[config.mk]
export PLATFORM = sky130hd
export DESIGN_NAME = comparator_8bit
export DESIGN_NICKNAME = d
export VERILOG_FILES = /design/src/rtl/comparator_pkg.sv /design/src/rtl/cmp_slice.sv /design/src/rtl/comparator_8bit.sv
export SDC_FILE = /design/constraint.sdc
export NUM_CORES = 1
export LEC_CHECK = 0
export ABC_CLOCK_PERIOD_IN_PS = 800
export CAP_MARGIN = 20
export CORE_AREA = 2 2 39 41
export DETAILED_ROUTE_END_ITERATION = 8
export DIE_AREA = 0 0 41 43
export REMOVE_ABC_BUFFERS = 1
export SLEW_MARGIN = 20
export SYNTH_ARGS = -nofsm -noshare
export SYNTH_HDL_FRONTEND = slang
export SYNTH_HIERARCHICAL = 1
export SYNTH_SLANG_ARGS = --single-unit
[constraint.sdc]
create_clock -name clk -period 0.8 [get_ports clk]
set_clock_uncertainty 0.1 [all_clocks]
set_input_delay 0.12 -clock clk [delete_from_list [all_inputs] [get_ports clk]]
set_output_delay 0.12 -clock clk [all_outputs]
set_load 0.03 [all_outputs]
[src/rtl/comparator_pkg.sv]
// Shared types and helpers for the registered magnitude comparator.
// A relation is carried through the reduction tree as a 2-bit code;
// the all-ones code is never produced by any slice or merge node.
package comparator_pkg;

    typedef enum logic [1:0] {
        REL_EQ = 2'b00,
        REL_LT = 2'b01,
        REL_GT = 2'b10
    } cmp_rel_t;

    // Combine the relation of a more-significant chunk (hi) with that of a
    // less-significant chunk (lo): the upper chunk decides unless it is equal.
    function automatic cmp_rel_t rel_merge(input cmp_rel_t hi, input cmp_rel_t lo);
        return (hi != REL_EQ) ? hi : lo;
    endfunction

endpackage

[src/rtl/cmp_slice.sv]
// Combinational unsigned compare of one SLICE_W-bit chunk of the operands.
// Produces the relation of a_slice versus b_slice as a cmp_rel_t code.
module cmp_slice
    import comparator_pkg::*;
#(
    parameter int SLICE_W = 4
) (
    input  logic [SLICE_W-1:0] a_slice,
    input  logic [SLICE_W-1:0] b_slice,
    output cmp_rel_t           rel
);

    // Classify the chunk pair; equal is the default so the merge tree passes it through.
    always_comb begin
        rel = REL_EQ;
        if (a_slice > b_slice) begin
            rel = REL_GT;
        end else if (a_slice < b_slice) begin
            rel = REL_LT;
        end
    end

endmodule

[src/rtl/comparator_8bit.sv]
// Registered unsigned magnitude comparator.
// The operands are split into SLICE_W-bit chunks (MSB chunk first), each chunk
// is compared by a cmp_slice, and the chunk relations are reduced by a balanced
// binary tree of rel_merge nodes. The root relation is decoded to one-hot flags
// and registered, so the outputs change only on clk (or clear on rst).
module comparator_8bit
    import comparator_pkg::*;
#(
    parameter int WIDTH   = 8,
    parameter int SLICE_W = 4
) (
    input  logic             clk,
    input  logic             rst,
    input  logic [WIDTH-1:0] a,
    input  logic [WIDTH-1:0] b,
    output logic             equal,
    output logic             lower,
    output logic             greater
);

    // Tree geometry: the leaf level is padded up to a power of two. Padding
    // leaves sit at the least-significant end and carry REL_EQ, which is the
    // identity of rel_merge on its lo argument, so they never alter the result.
    localparam int NUM_SLICES = WIDTH / SLICE_W;
    localparam int TREE_DEPTH = (NUM_SLICES > 1) ? $clog2(NUM_SLICES) : 0;
    localparam int NUM_LEAVES = 1 << TREE_DEPTH;

    cmp_rel_t root_rel;

    logic equal_d;
    logic lower_d;
    logic greater_d;
    logic equal_q;
    logic lower_q;
    logic greater_q;

    genvar gl;
    genvar gi;

    // Level 0 holds the slice results (index 0 = most significant chunk);
    // each following level halves the node count by merging adjacent pairs,
    // the even (left) member always being the more significant one.
    generate
        for (gl = 0; gl <= TREE_DEPTH; gl++) begin : g_lvl
            localparam int LVL_NODES = NUM_LEAVES >> gl;

            cmp_rel_t node [LVL_NODES];

            for (gi = 0; gi < LVL_NODES; gi++) begin : g_node
                if (gl == 0) begin : g_leaf
                    if (gi < NUM_SLICES) begin : g_slice
                        cmp_slice #(
                            .SLICE_W (SLICE_W)
                        ) u_slice (
                            .a_slice (a[WIDTH-1-gi*SLICE_W -: SLICE_W]),
                            .b_slice (b[WIDTH-1-gi*SLICE_W -: SLICE_W]),
                            .rel     (node[gi])
                        );
                    end else begin : g_pad
                        assign node[gi] = REL_EQ;
                    end
                end else begin : g_merge
                    assign node[gi] = rel_merge(g_lvl[gl-1].node[2*gi],
                                                g_lvl[gl-1].node[2*gi+1]);
                end
            end
        end
    endgenerate

    assign root_rel = g_lvl[TREE_DEPTH].node[0];

    // Decode the root relation into the three one-hot flag values.
    always_comb begin
        equal_d   = 1'b0;
        lower_d   = 1'b0;
        greater_d = 1'b0;
        case (root_rel)
            REL_EQ:  equal_d   = 1'b1;
            REL_LT:  lower_d   = 1'b1;
            REL_GT:  greater_d = 1'b1;
            default: ;
        endcase
    end

    // Flag registers; rst clears them immediately and independently of a/b,
    // which also drops any compare sampled before the reset.
    always_ff @(posedge clk or posedge rst) begin
        if (rst) begin
            equal_q   <= 1'b0;
            lower_q   <= 1'b0;
            greater_q <= 1'b0;
        end else begin
            equal_q   <= equal_d;
            lower_q   <= lower_d;
            greater_q <= greater_d;
        end
    end

    assign equal   = equal_q;
    assign lower   = lower_q;
    assign greater = greater_q;

endmodule

==> metrics.txt <==
status=finished, violations left; failing checks=negative hold slack, negative setup slack; DR vias=375; Post-Route WL=911 um; worst min-delay path class=input port to async pin; Via density=4.36; TritonCTS clock tree=built; clk buf depth=2; Critical Path RT=0.82 ns; overall power=1060 uW; P_int=721 uW; crit path launch type=input port; CTS Buf Count=3; synthesized cell area=352 um^2; max-cap violations=0; nets=97; CTS root buf=clkbuf_4; post-route cell area=837 um^2; # fillers=121; largest net degree at the start of global routing=4; sequential fraction of the synthesis area=0.214; Routed WL per cell=10.6 um; Slew @ Worst Pin=0.208 ns; GPL Wtd Cong=0.613; drt pass-1 iters=1; die width=41 um; Comb power frac=0.582; Cell variety after synth=14; NetSw=342 uW; commonest non-fill, non-tap cell in the layout=buf_6; area taken by multi-input logic gates=445 um^2; most frequent cells in the layout=buf_6 (12), ha_4 (8), inv_2 (6), buf_2 (6); kind of critical path=input port to register; share of cells above drive strength 1=0.843; CTS sink count=3; area grow syn2layout=138%; Mean Syn Cell Area=8.79 um^2; Post-route DRC=0; flops & latches, synth=3; # diodes=0; core footprint=1380 um^2; yosys warns=6; setup slack after layout=-0.332 ns; ANT nets after route=0; die boundary height=43 um; Iter 0 DRT Violations=0; Post-Place Cell Area=579 um^2; IO Port Bufs=20; CTS H-tree lvls=1; grt ovf=0; max frequency=884 MHz; met2 Use GR=0.244; Final TNS setup=-1.36 ns; HPWL after DPL=516 um; sequential power share=0.170; Leak Pwr=0.000376 uW; Setup crit end kind=register; Gate Count Post-Synth=40; period utilization=1.41; I/O pin cnt=21; first-pass GRT wire length=1550 um; Reg area=75.1 um^2; gr usage total=0.130; CTS clk-pin slew, worst paths=0.04 ns; WHS=-0.0379 ns; Clk pwr share=0.247; Slew HR=0.861; antenna violations before repair=0; worst path arrival time=1.15 ns; Final setup viols=6; vias in the first global route=413; Sw Share=0.322; CP max FO=3; Most Crowded Layer GR=met2; RSZ-0062 raised after global routing=yes; met1 usage=0.114; Initial Utilization=0.254; Row Count=14; Fin. Hold Viols=3; maximum vdd ir drop=0.000539 V; cell area power density=1270 nW/um^2; met3 Usage GRT=0.0366; fin. max-slew vios=0; Tmin final=1.13 ns; final core area utilization=0.605; die area=1760 um^2
[final cells by class]
class                      count  share of cell area
multi-input combinational     27               0.532
timing repair buffer          26               0.272
sequential                     3              0.0897
inverter                      10              0.0508
clock buffer                   4              0.0314
tap                           16              0.0239
[worst max path at each step]
| stage | from | endpoint | slack, ns | cells past startpoint |
|---|---|---|---|---|
| 4_1_cts | b[1] | lower$_DFF_PP0_ | -0.33 | 8 |
| 2_1_floorplan | b[3] | lower$_DFF_PP0_ | -0.50 | 7 |
| 3_3_place_gp | b[3] | lower$_DFF_PP0_ | -1.01 | 8 |
| 6_report | b[3] | lower$_DFF_PP0_ | -0.33 | 8 |
| 5_1_grt | b[3] | lower$_DFF_PP0_ | -0.34 | 8 |
| 3_5_place_dp | b[1] | equal$_DFF_PP0_ | -1.03 | 8 |
[synth_stat cells, drive strengths merged]
| library cell | count | share of area |
|---|---|---|
| nand2 | 4 | 0.043 |
| and2 | 2 | 0.036 |
| nand2b | 1 | 0.018 |
| o21a | 1 | 0.021 |
| a2bb2oi | 2 | 0.050 |
| nor4 | 1 | 0.036 |
| dfrtp | 3 | 0.21 |
| a21oi | 3 | 0.053 |
| ha | 8 | 0.28 |
| nor2b | 3 | 0.096 |
| inv | 10 | 0.11 |
| o21bai | 2 | 0.043 |
[worst max-delay path, stage by stage]
cell      delay, ns
buf_6          0.07
inv_4          0.03
ha_4           0.27
nand2_4        0.05
o21bai_4       0.17
and2_4         0.15
nor2b_4        0.12
o21a_1         0.16
[metrics by stage]
step | cells | hold WS (ns) | worst slack, ns
2_1_floorplan | 40 | -0.226 | -0.496
6_report | 86 | -0.0379 | -0.332
5_1_grt | 86 | -0.0341 | -0.344
3_3_place_gp | 78 | 0.197 | -1.01
4_1_cts | 85 | -0.0453 | -0.328
3_5_place_dp | 78 | 0.197 | -1.03
[sequential cells by signal, summed over array words and instances (netlist names)]
| register | flops |
|---|---|
| equal | 1 |
| greater | 1 |
| lower | 1 |
[power by group through the flow]
stage          logic (uW)  clock network [uW]  registers, uW
6_report              619                 263            181
5_1_grt               663                 305            184
4_1_cts               559                 275            181
3_5_place_dp          352                   0            179
3_3_place_gp          351                   0            179
2_1_floorplan         155                   0            222
[cell families after synthesis]
| kind of cell | share of synthesized area |
|---|---|
| buffers and inverters | 0.107 |
| AND/OR/NAND/NOR | 0.228 |
| flip-flops | 0.214 |
| AO/OA/AOI/OAI | 0.167 |
| adder cells (fa/ha/maj) | 0.285 |
[per-layer routing]
layer / share of wire / routed length, um
met1: 0.34 / 308
met2: 0.58 / 531
met3: 0.078 / 71
met4: 0 / 0
met5: 0 / 0
[timing repair]
action	in CTS	in global routing
pin swaps	14	7
gates resized for setup	89	15
setup endpoints to repair	6	6
hold endpoints to repair	3	3
setup buffers	3	1
Note: power is estimated with default switching activity, not from simulation.
